[src/rtl/brg_sram_1024x46_arbiter.sv]
// brg_sram_1024x46_arbiter
//   Two-requester arbiter/sequencer in front of the 1024x46 single-port SRAM
//   wrapper. Port 0 is the core load/store path, port 1 the remote network.
//   Requests use valid/ready. Grants are round-robin, one access per cycle.
//   Read data returns per port through a one-entry response slot that is
//   released by yumi, so a stalled requester never blocks the other port.
//
// Ports
//   clk_i, reset_i        clock, synchronous active-high reset
//   v_i, w_i              per-port request valid / write (1) or read (0)
//   addr_i, data_i        per-port address and write data, port k in slice k
//   ready_o               one-hot grant (request accepted this cycle)
//   resp_v_o, resp_data_o per-port read response valid / data
//   resp_yumi_i           per-port response consumed
//   sram_*_o, sram_data_i SRAM macro interface (1-cycle read latency)
module brg_sram_1024x46_arbiter #(
  parameter int width_p       = 46,
  parameter int els_p         = 1024,
  parameter int addr_width_lp = $clog2(els_p)
) (
  input  logic                       clk_i,
  input  logic                       reset_i,
  input  logic [1:0]                 v_i,
  input  logic [1:0]                 w_i,
  input  logic [2*addr_width_lp-1:0] addr_i,
  input  logic [2*width_p-1:0]       data_i,
  output logic [1:0]                 ready_o,
  output logic [1:0]                 resp_v_o,
  output logic [2*width_p-1:0]       resp_data_o,
  input  logic [1:0]                 resp_yumi_i,
  output logic                       sram_v_o,
  output logic                       sram_w_o,
  output logic [addr_width_lp-1:0]   sram_addr_o,
  output logic [width_p-1:0]         sram_data_o,
  input  logic [width_p-1:0]         sram_data_i
);

  logic               last_r;     // port granted most recently
  logic [1:0]         pend_r;     // read issued last cycle: data is on sram_data_i now
  logic [1:0]         hold_v_r;   // response parked in hold_r awaiting yumi
  logic [width_p-1:0] hold_r [2];

  logic [1:0] elig;
  logic [1:0] grant;
  logic       sel;

  // Response slot: bypass straight from the SRAM in the cycle after the read,
  // then from the holding register once the requester has stalled.
  always_comb begin
    resp_v_o    = (pend_r | hold_v_r) & ~{2{reset_i}};
    resp_data_o = '0;
    for (int unsigned k = 0; k < 2; k++) begin
      if (!reset_i)
        resp_data_o[k*width_p +: width_p] = pend_r[k] ? sram_data_i : hold_r[k];
    end
  end

  // A read needs a free slot, or one being freed this cycle by yumi.
  always_comb begin
    elig = '0;
    for (int unsigned k = 0; k < 2; k++)
      elig[k] = ~reset_i & v_i[k] & (w_i[k] | ~resp_v_o[k] | resp_yumi_i[k]);
  end

  always_comb begin
    if (&elig)
      grant = last_r ? 2'b01 : 2'b10;
    else
      grant = elig;
  end

  assign sel     = grant[1];
  assign ready_o = grant;

  always_comb begin
    sram_v_o    = |grant;
    sram_w_o    = 1'b0;
    sram_addr_o = '0;
    sram_data_o = '0;
    if (|grant) begin
      sram_w_o    = w_i[sel];
      sram_addr_o = sel ? addr_i[2*addr_width_lp-1:addr_width_lp]
                        : addr_i[addr_width_lp-1:0];
      sram_data_o = sel ? data_i[2*width_p-1:width_p]
                        : data_i[width_p-1:0];
    end
  end

  always_ff @(posedge clk_i) begin
    if (reset_i) begin
      last_r    <= 1'b1;
      pend_r    <= '0;
      hold_v_r  <= '0;
      hold_r[0] <= '0;
      hold_r[1] <= '0;
    end else begin
      if (|grant)
        last_r <= grant[1];
      pend_r   <= grant & ~w_i;
      // A new read is only granted when the slot empties, so the parked
      // state never overlaps a fresh bypass response on the same port.
      hold_v_r <= resp_v_o & ~resp_yumi_i;
      for (int unsigned k = 0; k < 2; k++) begin
        if (pend_r[k] && !resp_yumi_i[k])
          hold_r[k] <= sram_data_i;
      end
    end
  end

  yumi_only_when_valid: assert property (@(posedge clk_i) disable iff (reset_i)
    ((resp_yumi_i & ~resp_v_o) == 2'b00));

endmodule
[config.mk]
export PLATFORM = sky130hd
export DESIGN_NAME = brg_sram_1024x46_arbiter
export DESIGN_NICKNAME = d
export VERILOG_FILES = /design/src/rtl/brg_sram_1024x46_arbiter.sv
export SDC_FILE = /design/constraint.sdc
export NUM_CORES = 1
export LEC_CHECK = 0
export ABC_CLOCK_PERIOD_IN_PS = 1830
export BUFFER_PORTS_ARGS = -buffer_cell sky130_fd_sc_hd__buf_4
export CAP_MARGIN = 0
export CORE_AREA = 2 2 125 127
export DETAILED_ROUTE_END_ITERATION = 7
export DIE_AREA = 0 0 127 129
export GPL_TIMING_DRIVEN = 0
export MAX_ROUTING_LAYER = met4
export PLACE_DENSITY = 0.7
export SLEW_MARGIN = 0
export SYNTH_ARGS = -nofsm -noshare
export SYNTH_HDL_FRONTEND = slang
export SYNTH_SLANG_ARGS = --single-unit
[constraint.sdc]
create_clock -name clk_i -period 1.83 [get_ports clk_i]
set_input_delay 0.0915 -clock clk_i [delete_from_list [all_inputs] [get_ports clk_i]]
set_output_delay 0.0915 -clock clk_i [all_outputs]
set_load 0.02 [all_outputs]
==> impl_results.md <==
* Largest buffer count on any clock path at 2
* Sink of the worst hold path: hold_r[0][30]$_DFFE_PP_
* Synthesized net count at 612
* Fraction of synthesized area in multiplexers at between 10% and 20%
* Arithmetic-cell share of the synthesized area counting full adders, half adders and majority gates at 0%
* Final number of setup-violating endpoints at 77
* Worst IR drop on VDD at ~0.55 mV
* Fin nets at 964
* Max Cap Viol at 0
* Starting utilization of the core area at between 30% and 40%
* Vertical extent of the die at between 100 and 150 um
* Register area share after synthesis at 54.4%
* Min-Delay Path Depth at 2
* Gpl congestion at roughly 0.85
* Worst slew slack as a fraction of its limit at approximately 56%
* Reg-to-reg setup timing slack at -0.03 ns
* Synth async-reset ratio at 0%
* Port-buffer cells at approximately 320
* Wire length per cell after detailed routing at between 20 and 25 um
* Commonest non-fill, non-tap cell in the layout: sky130_fd_sc_hd__buf_4
* Min-Delay Path Class: primary input to flip-flop
* Clk slew on worst S/H paths at 0.06 ns
* Cells along the critical path: nor2_4 -> o311a_1 -> nor3_4 -> buf_6 -> buf_12 -> a22o_1 -> buf_6
* F_max at 488 MHz
* Number of warnings issued by yosys at 0
* Setup slack after layout at -0.219 ns
* Critical path data arrival time at 1.96 ns
* Buffering stage count on the worst path with inverters included at 3
* Static power due to leakage at about 3.9 nW
* Gate count after technology mapping at around 450
* Clock insertion delay at the later pin of the skew report at ~0.34 ns
* Worst path required time at 1.74 ns
* DRT iter0 DRCs at around 210
* Core outline area at between 10000 and 15000 um2
* Violations in the final reports: negative setup slack
* Synthesized area at between 5000 and 6000 um2
* TritonCTS sink count at between 90 and 100
* Number of register bits inferred by synthesis at between 90 and 100
* Beginning of the worst register-to-register path: pend_r[0]$_SDFF_PP0_
* Final worst path period share at 112%
* Logic depth of the worst register-to-register path at 5
* Share of the core filled with cells in the final layout at approximately three fifths
* Pre-Repair DR Iteration Count at 4
* Critical Path Start Type: flip-flop
* Share of post-route cells with drive strength above 1 at between 40% and 50%
* Final Hold Fails at 0
* Status: finished with violations
* Routed via count divided by cell count at between 5 and 6
* H-tree level count at 3
* Final period demand of the worst path at 2.05 ns
* Hold wc startpoint: sram_data_i[30]
* RSZ-0062 raised after global routing: yes
* Die extent in x at 127 um
* Cell repeated most along the worst path: sky130_fd_sc_hd__buf_6
* Simple-Gate Fraction of Synth Area at a little over an eighth
* First-pass GRT wire length at between 20000 and 30000 um
* # IOs at 320
* Kind of cell adding the most delay to the critical path: compound AO/OA/AOI/OAI gates
* Number of distinct standard cells referenced by the synthesized netlist at 28
* Crit path kind: flip-flop to primary output
* Total half-perimeter wirelength after legalization and detailed placement at 15500 um
* Floorplan die area at approximately 16000 um2
* Vias in the first global route at ~5300
* Synth Area per Inst at 11.8 um2
* Aggregate global routing overflow at 0
* Routed wire length at approximately 21000 um
* Via count at slightly above 5000
* Maximum number of pins on one net before global-route repair at 28
* Count of final max-slew check failures at 0
* Compound-gate portion of the synthesized area at 10.9%
* Worst hold slack after final layout at 0.0730 ns
* Commonest cells after routing, fill and taps aside: sky130_fd_sc_hd__buf_4, sky130_fd_sc_hd__nor2_1, sky130_fd_sc_hd__edfxtp_1
* TritonCTS Buffers at 9
* Worst Setup End Kind: primary output
* Synth Flop Type: sky130_fd_sc_hd__edfxtp_1
* Number of placement rows at 45
* Dominant combinational cell family by area after synthesis: multiplexers
* XOR/XNOR share of the synthesized area at 0%
* Worst setup skew after layout at 0.00492 ns
* Synthesis-to-finish area growth at 68.1%
* Number of synthesized flops with an enable pin at 92
* RR Endpoint: hold_r[0][80]$_DFFE_PP_
* Number of antenna violations at the first check in global routing at 0
* TritonCTS clock tree: yes
* Total global-route track usage at 24.9%
* Ant. Diodes at 0
* Transition time at the pin with the least slew margin at 0.661 ns
* Remaining design rule violation count at 0
* Count of nets left with antenna violations after detail routing at 0
* Areal power density over the cells at just under 700 nW/um2
* Critical path's largest stage delay at roughly 0.36 ns
* CP max FO at 10
* Clock root buffer: sky130_fd_sc_hd__clkbuf_16
* Slowest stage cell on the critical path: sky130_fd_sc_hd__o311a_1
[flip-flops by register name, summed over array words and instances (netlist names)]
signal    count
pend_r        2
hold_r       92
hold_v_r      2
last_r        1
[cells in the mapped netlist, drive strengths merged, types with 2 or more instances]
master,n,share of area [%]
o21ai,2,0.19
mux2i,92,17
edfxtp,92,52
nor3,3,0.38
clkbuf,15,1.1
nor2,96,6.8
and2,46,5.5
dfxtp,5,1.9
nand2,2,0.14
nand2b,2,0.24
buf,22,2.4
nor2b,2,0.24
a22o,56,9.3
[final cells by class]
type | count | area (um2)
plain buffers | 37 | 368
clock buffers | 10 | 229
clock inverters | 4 | 46.3
fillers | 1248 | 6130
inverters | 1 | 3.75
multi-input cells | 311 | 2290
flip-flops and latches | 97 | 2870
well taps | 188 | 235
repair buffers | 341 | 2810
[how the worst max path moves through the flow]
stage,start,end,cells after the start,slack (ns)
2_1_floorplan,reset_i,hold_r[0][46]$_DFFE_PP_,3,-0.02
3_3_place_gp,reset_i,hold_r[0][67]$_DFFE_PP_,4,-1.20
3_5_place_dp,reset_i,hold_r[0][67]$_DFFE_PP_,5,-0.29
4_1_cts,pend_r[0]$_SDFF_PP0_,sram_data_o[25],7,-0.27
5_1_grt,hold_v_r[1]$_SDFF_PP0_,sram_data_o[29],8,-0.27
6_report,pend_r[0]$_SDFF_PP0_,sram_data_o[29],7,-0.22
[stage by stage]
stage	total power, mW	cell area (um2)	instances	setup WS [ns]	setup TNS (ns)
floorplan	3.25	5260	446	-0.0158	-1.46
global placement	4.02	7890	953	-1.20	-120.17
detailed placement	4.04	7940	955	-0.291	-29.72
CTS	5.96	8700	985	-0.270	-12.35
global route	6.18	8850	989	-0.274	-20.99
finish	5.97	8850	989	-0.219	-8.74
[what timing repair did]
| item | CTS | global route |
|---|---|---|
| setup endpoints to repair | 221 | 169 |
| buffers inserted | 11 | 5 |
| endpoints found under the hold margin | 4 | 1 |
| cloned | 2 | 0 |
| hold buffers | 3 | 1 |
| pin swaps | 28 | 8 |
| resized for setup | 93 | 31 |
[kinds of logic after synthesis]
group,count (synthesis)
buf+inv,38
mux,92
flops,97
simple gates,154
compound gates,65
[worst register-to-register path, delay by kind of cell, from the launching register on]
kind	cells	cell delay [ns]
buffers and inverters	2	0.55
AOI/OAI and AO/OA	1	0.47
DFF	1	0.35
and+or+nand+nor	2	0.35
[where the power goes]
group	internal (mW)	leakage, nW	switching, mW	total [mW]
sequential	2.53	1.01	0.0291	2.56
combinational	0.793	2.74	0.810	1.60
clock	1.04	0.132	0.773	1.81
total	4.36	3.88	1.61	5.97
[per-layer routing]
layer	vias up	share of wire (%)	routed length [um]	GRT usage (%)
li1	2343	-	-	-
met1	2453	39	8080	29.2
met2	229	51	10600	43.4
met3	34	6.7	1390	3.83
met4	0	2.8	574	8.99
met5	-	0	0	-
Note: power is estimated with default switching activity, not from simulation.
